===== src/rtl/div_recon_16bit.sv =====
// Rebuilds q*b + r (16x8+16 unsigned) with a shift-add datapath, one multiplier bit per cycle.
// Latency: 8 cycles busy, done pulses the cycle after the 8th iteration; start is ignored while busy.
module div_recon_16bit (
    input  logic        clk,
    input  logic        rst,
    input  logic        start,
    input  logic [15:0] q,
    input  logic [7:0]  b,
    input  logic [15:0] r,
    output logic        busy,
    output logic        done,
    output logic [23:0] product,
    output logic        fits16
);

    typedef enum logic [1:0] {IDLE, RUN, DONE} state_t;

    state_t      state;
    logic [23:0] acc;
    logic [23:0] mcand;
    logic [7:0]  mplier;
    logic [3:0]  cnt;
    logic [23:0] acc_nxt;

    // Max result is 24'hFFFF00, so the 24-bit add needs no carry-out.
    always_comb begin
        acc_nxt = acc;
        if (mplier[0]) begin
            acc_nxt = acc + mcand;
        end
    end

    always_ff @(posedge clk) begin
        if (rst) begin
            state   <= IDLE;
            acc     <= 24'h0;
            mcand   <= 24'h0;
            mplier  <= 8'h0;
            cnt     <= 4'h0;
            busy    <= 1'b0;
            done    <= 1'b0;
            product <= 24'h0;
            fits16  <= 1'b1;
        end else begin
            case (state)
                IDLE: begin
                    done <= 1'b0;
                    if (start) begin
                        acc    <= {8'h0, r};
                        mcand  <= {8'h0, q};
                        mplier <= b;
                        cnt    <= 4'd8;
                        busy   <= 1'b1;
                        state  <= RUN;
                    end
                end
                RUN: begin
                    acc    <= acc_nxt;
                    mcand  <= mcand << 1;
                    mplier <= mplier >> 1;
                    cnt    <= cnt - 4'd1;
                    if (cnt == 4'd1) begin
                        product <= acc_nxt;
                        fits16  <= (acc_nxt[23:16] == 8'h0);
                        busy    <= 1'b0;
                        done    <= 1'b1;
                        state   <= DONE;
                    end
                end
                DONE: begin
                    done <= 1'b0;
                    // A start during the done cycle chains straight into the next operation.
                    if (start) begin
                        acc    <= {8'h0, r};
                        mcand  <= {8'h0, q};
                        mplier <= b;
                        cnt    <= 4'd8;
                        busy   <= 1'b1;
                        state  <= RUN;
                    end else begin
                        state <= IDLE;
                    end
                end
                default: begin
                    busy  <= 1'b0;
                    done  <= 1'b0;
                    state <= IDLE;
                end
            endcase
        end
    end

endmodule


===== config.mk =====
export PLATFORM = sky130hd
export DESIGN_NAME = div_recon_16bit
export DESIGN_NICKNAME = d
export VERILOG_FILES = /design/src/rtl/div_recon_16bit.sv
export SDC_FILE = /design/constraint.sdc
export NUM_CORES = 1
export LEC_CHECK = 0
export CAP_MARGIN = 20
export CELL_PAD_IN_SITES_DETAIL_PLACEMENT = 1
export CELL_PAD_IN_SITES_GLOBAL_PLACEMENT = 1
export CORE_MARGIN = 5
export CORE_UTILIZATION = 44
export CTS_CLUSTER_DIAMETER = 60
export DETAILED_ROUTE_END_ITERATION = 16
export MAX_ROUTING_LAYER = met4
export PLACE_DENSITY = 0.94
export SKIP_LAST_GASP = 1
export SLEW_MARGIN = 20
export SYNTH_ARGS = -nofsm -noshare
export SYNTH_HDL_FRONTEND = slang
export SYNTH_SLANG_ARGS = --single-unit

===== constraint.sdc =====
create_clock -name clk -period 9.2 [get_ports clk]
set_clock_uncertainty 0.2 [all_clocks]
set_input_delay 1.84 -clock clk [delete_from_list [all_inputs] [get_ports clk]]
set_output_delay 1.84 -clock clk [all_outputs]
set_load 0.01 [all_outputs]

; ---- Yosys cells after proc, flatten, opt, wreduce, memory -nomap -nowiden
; Cells that the tools add are included.
[word_totals]
mem_bits_ro = 0
input_bits = 43
out_inout_bits = 27
latch_bits = 0
reg_bits = 89
mem_bits_rw = 0
wordCells = 43
mem_count = 0
[op_classes]
addsub = 2
eq_ne = 6
n_shift = 0
div = 0
order_cmp = 0
reduce_logical = 9
bitwise = 1
mul = 0
mux = 16
[op_table]
columns = operator, n
row1 = $pmux W24 S2, 2
row2 = $mux W24, 3
row3 = $add A24 B24 Y24, 1
row4 = $pmux W8 S2, 1
row5 = $logic_not A8 Y1, 1
row6 = $mux W8, 1
row7 = $pmux W4 S2, 1
row8 = $reduce_and A2 Y1, 4
row9 = $pmux W2 S3, 1
row10 = $eq A4 B1 Y1 const B, 1
row11 = $mux W2, 2
row12 = $mux W4, 1
row13 = $ne A2 B2 Y1 const B, 2
row14 = $reduce_or A2 Y1, 2
row15 = $sub A4 B1 Y4 const B, 1
row16 = $mux W1, 3
row17 = $eq A2 B1 Y1 const B, 1
row18 = $eq A2 B2 Y1 const B, 1
row19 = $logic_not A2 Y1, 1
row20 = $ne A2 B1 Y1 const B, 1
row21 = $pmux W1 S2, 1
row22 = $reduce_bool A2 Y1, 1
row23 = $not A1 Y1, 1

; ---- Depth between registers and ports, before layout
[depth]
depth_word = 4
depth_mapped = 12
ltp_nobuf = 12

; ---- Worst setup path before layout
; No wires, ideal clock.
[synth_path]
path_type = input to register
start = in start
end = reg acc[0]
setup_slack_ns = 5.912
required_time_ns = 8.886
arrival_time_ns = 2.973
path_stages = 6
setup_ns = 0.114
path_cell_list = nor2b_1 > clkbuf_1 > nor2_1 > or3_1 > o21ai_1 > a2111oi_0
[synth_via]
elab_chain_len = 2
[synth_rtl]
columns = item, line_no
row1 = from (decl), 6  ; input logic start,
row2 = $ne A2 B1 Y1 (no source line), --
row3 = $reduce_and A2 Y1 (no source line), --
row4 = to (signal assigned), 49  ; acc <= {8'h0, r};
row5 = to (signal assigned), 58  ; acc <= acc_nxt;
row6 = to (signal assigned), 74  ; acc <= {8'h0, r};
row7 = to (decl), 19  ; logic [23:0] acc;
; Every way passes these cells.
; A chain may end at the register's enable or synchronous reset.

; ---- Worst setup path in the final report
[layout_path]
start = in start
end = reg acc[16]
; Same word-level chain as after synthesis.

==> impl_metrics.json <==
{
  "insertion_delay_ns": 0.36,
  "drc": 0,
  "critical_path_required_ns": 9.22,
  "postCtsSetupRepairBufs": 0,
  "synthSimpleGateAreaFrac": 0.1804,
  "sequentialPowerShare": 0.419,
  "synthFlopType": "dfxtp_1",
  "grt.overflow.total": 0,
  "hp-class": "reg -> reg",
  "finalHoldViolations": 0,
  "synthXorXnorAreaFrac": 0.03523,
  "finalCriticalPeriod_ns": 4.083,
  "die_y_um": 116.3,
  "path_max_fanout": 56,
  "regArea_mm2": 0.001783,
  "area_delta_synth_final_pct": 20.21,
  "p_leak_nw": 2.238,
  "cts.sinks": 89,
  "power_density_mw_per_mm2": 175.8,
  "synth_adder_area_share": 0.06694,
  "worstMarginPinSlew_ns": 0.9660,
  "cp_cell_sequence": "clkdlybuf4s50_1 > nand2b_1 > nand2_1 > buf_4 > o21ai_0 > a32oi_1 > nor2_1",
  "critical_path.max_stage_delay_ns": 0.51,
  "insertedDiodeCount": 0,
  "drt_iter0_markers": 282,
  "setup_viol": 0,
  "synth_top_family_by_area": "compound AO/OA/AOI/OAI gates",
  "cp_top_family": "buffers and inverters",
  "clock-root-buffer": "clkbuf_16",
  "grt_max_degree": 90,
  "clock_path_buffers": 2,
  "crit_type": "in -> reg",
  "drtPass1Iterations": 4,
  "period_share": 0.4438,
  "timing.hold.ws_ns": 0.2699,
  "initial_core_util": 0.4547,
  "drive_gt1_frac": 0.05132,
  "setup_tns_ns": 0,
  "grt_pass1_wl_mm": 24.71,
  "slowest_stage": "buf_4",
  "syn_inst": 593,
  "drt-total-wl_mm": 15.11,
  "cts-buffers-inserted": 9,
  "status": "finished clean",
  "ys_ff_latch": 89,
  "post-dp-hpwl_mm": 10.36,
  "drv_slew": 0,
  "endpoint_kind": "flip-flop",
  "synth_area_per_cell_um2": 8.385,
  "vias": 4649,
  "wire_per_inst_um": 19.30,
  "max_freq_mhz": 244.9,
  "num_io_pins": 70,
  "die_width_um": 116.3,
  "num-nets-final": 707,
  "cap_violations": 0,
  "slew_headroom": 0.3560,
  "synth-edff-count": 0,
  "startpoint_type": "input port",
  "clock_power_share": 0.360,
  "async_flop_share": 0,
  "crit_buf_inv": 2,
  "postCtsHoldBufs": 0,
  "gp_congestion": 0.8608,
  "synth-compound-area-share": 0.2413,
  "vdd_drop_max_mv": 0.1392,
  "p_int_uw": 720.5,
  "io_buffers": 69,
  "p_switching_uw": 330.2,
  "rows": 38,
  "clk_pin_slew_ns": 0.07,
  "ctsHtreeMaxLevel": 3,
  "synth_cell_types": 56,
  "tritoncts": "built",
  "core_region_area_mm2": 0.01094,
  "ys_seq_area_frac": 0.3583,
  "ctsResizeCount": 0,
  "rsz0062_at_grt": "false",
  "synthMuxAreaShare": 0.07046,
  "crit_arrival_ns": 4.10,
  "detail-route-antenna-nets": 0,
  "fillers": 1333,
  "syn_nets": 662,
  "dieArea_mm2": 0.01353,
  "swShare": 0.3143,
  "globalRouteTotalUtil": 0.2371,
  "vias_per_cell": 5.937,
  "pwr-share-comb": 0.221,
  "grt_antenna_before_repair": 0,
  "grt_pass1_vias": 4980,
  "synth_area_mm2": 0.004972,
  "multi_input_area_mm2": 0.002958,
  "ys_warn_count": 0
}
-- area by class of cell --
| class | instances | share of cell area |
|---|---|---|
| clock buffers | 10 | 0.03831 |
| clock inverters | 6 | 0.01130 |
| inverters | 9 | 0.005652 |
| multi-input cells | 454 | 0.4949 |
| flip-flops and latches | 89 | 0.2983 |
| well taps | 140 | 0.02931 |
| repair buffers | 75 | 0.1223 |
-- cells by family after synthesis --
logic type	after synthesis
simple gates	206
xor+xnor	20
compound gates	167
fa+ha+maj	26
mux	35
flops	89
buf+inv	50
-- cell usage after synthesis (5+ instances only) --
library cell | instances | area [um2]
a2111oi_0 | 11 | 96.34
a211oi_1 | 48 | 360.4
a21o_1 | 6 | 45.04
a21oi_1 | 41 | 205.2
a22oi_1 | 13 | 97.59
buf_1 | 6 | 22.52
clkbuf_1 | 28 | 105.1
dfxtp_1 | 89 | 1782
ha_1 | 25 | 312.8
inv_1 | 9 | 33.78
mux2i_1 | 35 | 350.3
nand2_1 | 27 | 101.4
nand2b_1 | 9 | 56.30
nand3_1 | 7 | 35.03
nand4_1 | 6 | 37.54
nor2_1 | 128 | 480.5
nor2b_1 | 7 | 43.79
nor3_1 | 6 | 30.03
o211ai_1 | 5 | 37.54
o21ai_0 | 6 | 30.03
o21ai_1 | 7 | 35.03
xnor2_1 | 12 | 105.1
xor2_1 | 8 | 70.07
-- tightest hold or removal path: stages (launching register included) --
cell,delay [ns]
dfxtp_1,0.32
nand2_1,0.05
a21oi_1,0.05
-- per-stage QoR --
| step | std cells | area (um2) | total power [mW] | util | setup slack [ns] |
|---|---|---|---|---|---|
| after global routing | 783 | 5977 | 1.098 | 0.5466 | 5.010 |
| after detailed placement | 767 | 5680 | 0.6760 | 0.5195 | 4.847 |
| after global placement | 767 | 5680 | 0.6580 | 0.5195 | 5.004 |
| final | 783 | 5977 | 1.051 | 0.5466 | 5.117 |
| after CTS | 783 | 5977 | 1.053 | 0.5466 | 5.178 |
| after floorplan | 593 | 4972 | 0.6042 | - | 5.912 |
-- registers in the layout, indices dropped and copies added, names as in the netlist --
register and flops:
busy 1, state 2, mcand 24, done 1, cnt 4, mplier 8, acc 24, product 24
fits16 1
-- per-layer routing --
| layer | wire length (um) | up-vias | track usage |
|---|---|---|---|
| met4 | 350 | 0 | 0.08043 |
| met3 | 792 | 28 | 0.05492 |
| met5 | 0 | - | - |
| li1 | - | 2232 | - |
| met1 | 6345 | 2276 | 0.2800 |
| met2 | 7623 | 113 | 0.3970 |
-- power by group through the flow --
stage	Clock, mW	Combinational [mW]	Sequential, mW
6_report	0.378	0.232	0.440
5_1_grt	0.400	0.255	0.444
4_1_cts	0.381	0.232	0.440
3_5_place_dp	0	0.227	0.449
3_3_place_gp	0	0.212	0.446
2_1_floorplan	0	0.167	0.437
-- final timing paths --
path / startpoint / end / slack (ns) / depth (start not counted)
worst max register to register: acc[0] / fits16 / 5.60 / 12
worst max-delay path: start / acc[16] / 5.12 / 7
worst min register to register: product[22] / product[22] / 0.27 / 2
worst min-delay path: product[22] / product[22] / 0.27 / 2
-- layout by cell type, fill, tap and decap left out, types with 2 or more instances in the layout --
cell and count:
nor2_1 127, dfxtp_1 88, clkdlybuf4s50_1 68, a211oi_1 48, a21oi_1 41, mux2i_1 35, nand2_1 27, ha_1 25
a22oi_1 13, xnor2_1 12, a2111oi_0 11, inv_1 9, nand2b_1 9, clkbuf_16 9, xor2_1 8, nor2b_1 7
o21ai_1 7, nand3_1 7, a21o_1 6, o21ai_0 6, nor3_1 6, nand4_1 6, buf_4 6, o211ai_1 5
o21a_1 4, o21bai_1 3, and2_1 3, and3_1 3, o221ai_1 3, a2bb2oi_1 3, a211o_1 2, o22ai_1 2
nor4_1 2, a31oi_1 2, nand3b_1 2, clkinv_2 2
(Power assumes the default switching activity.)
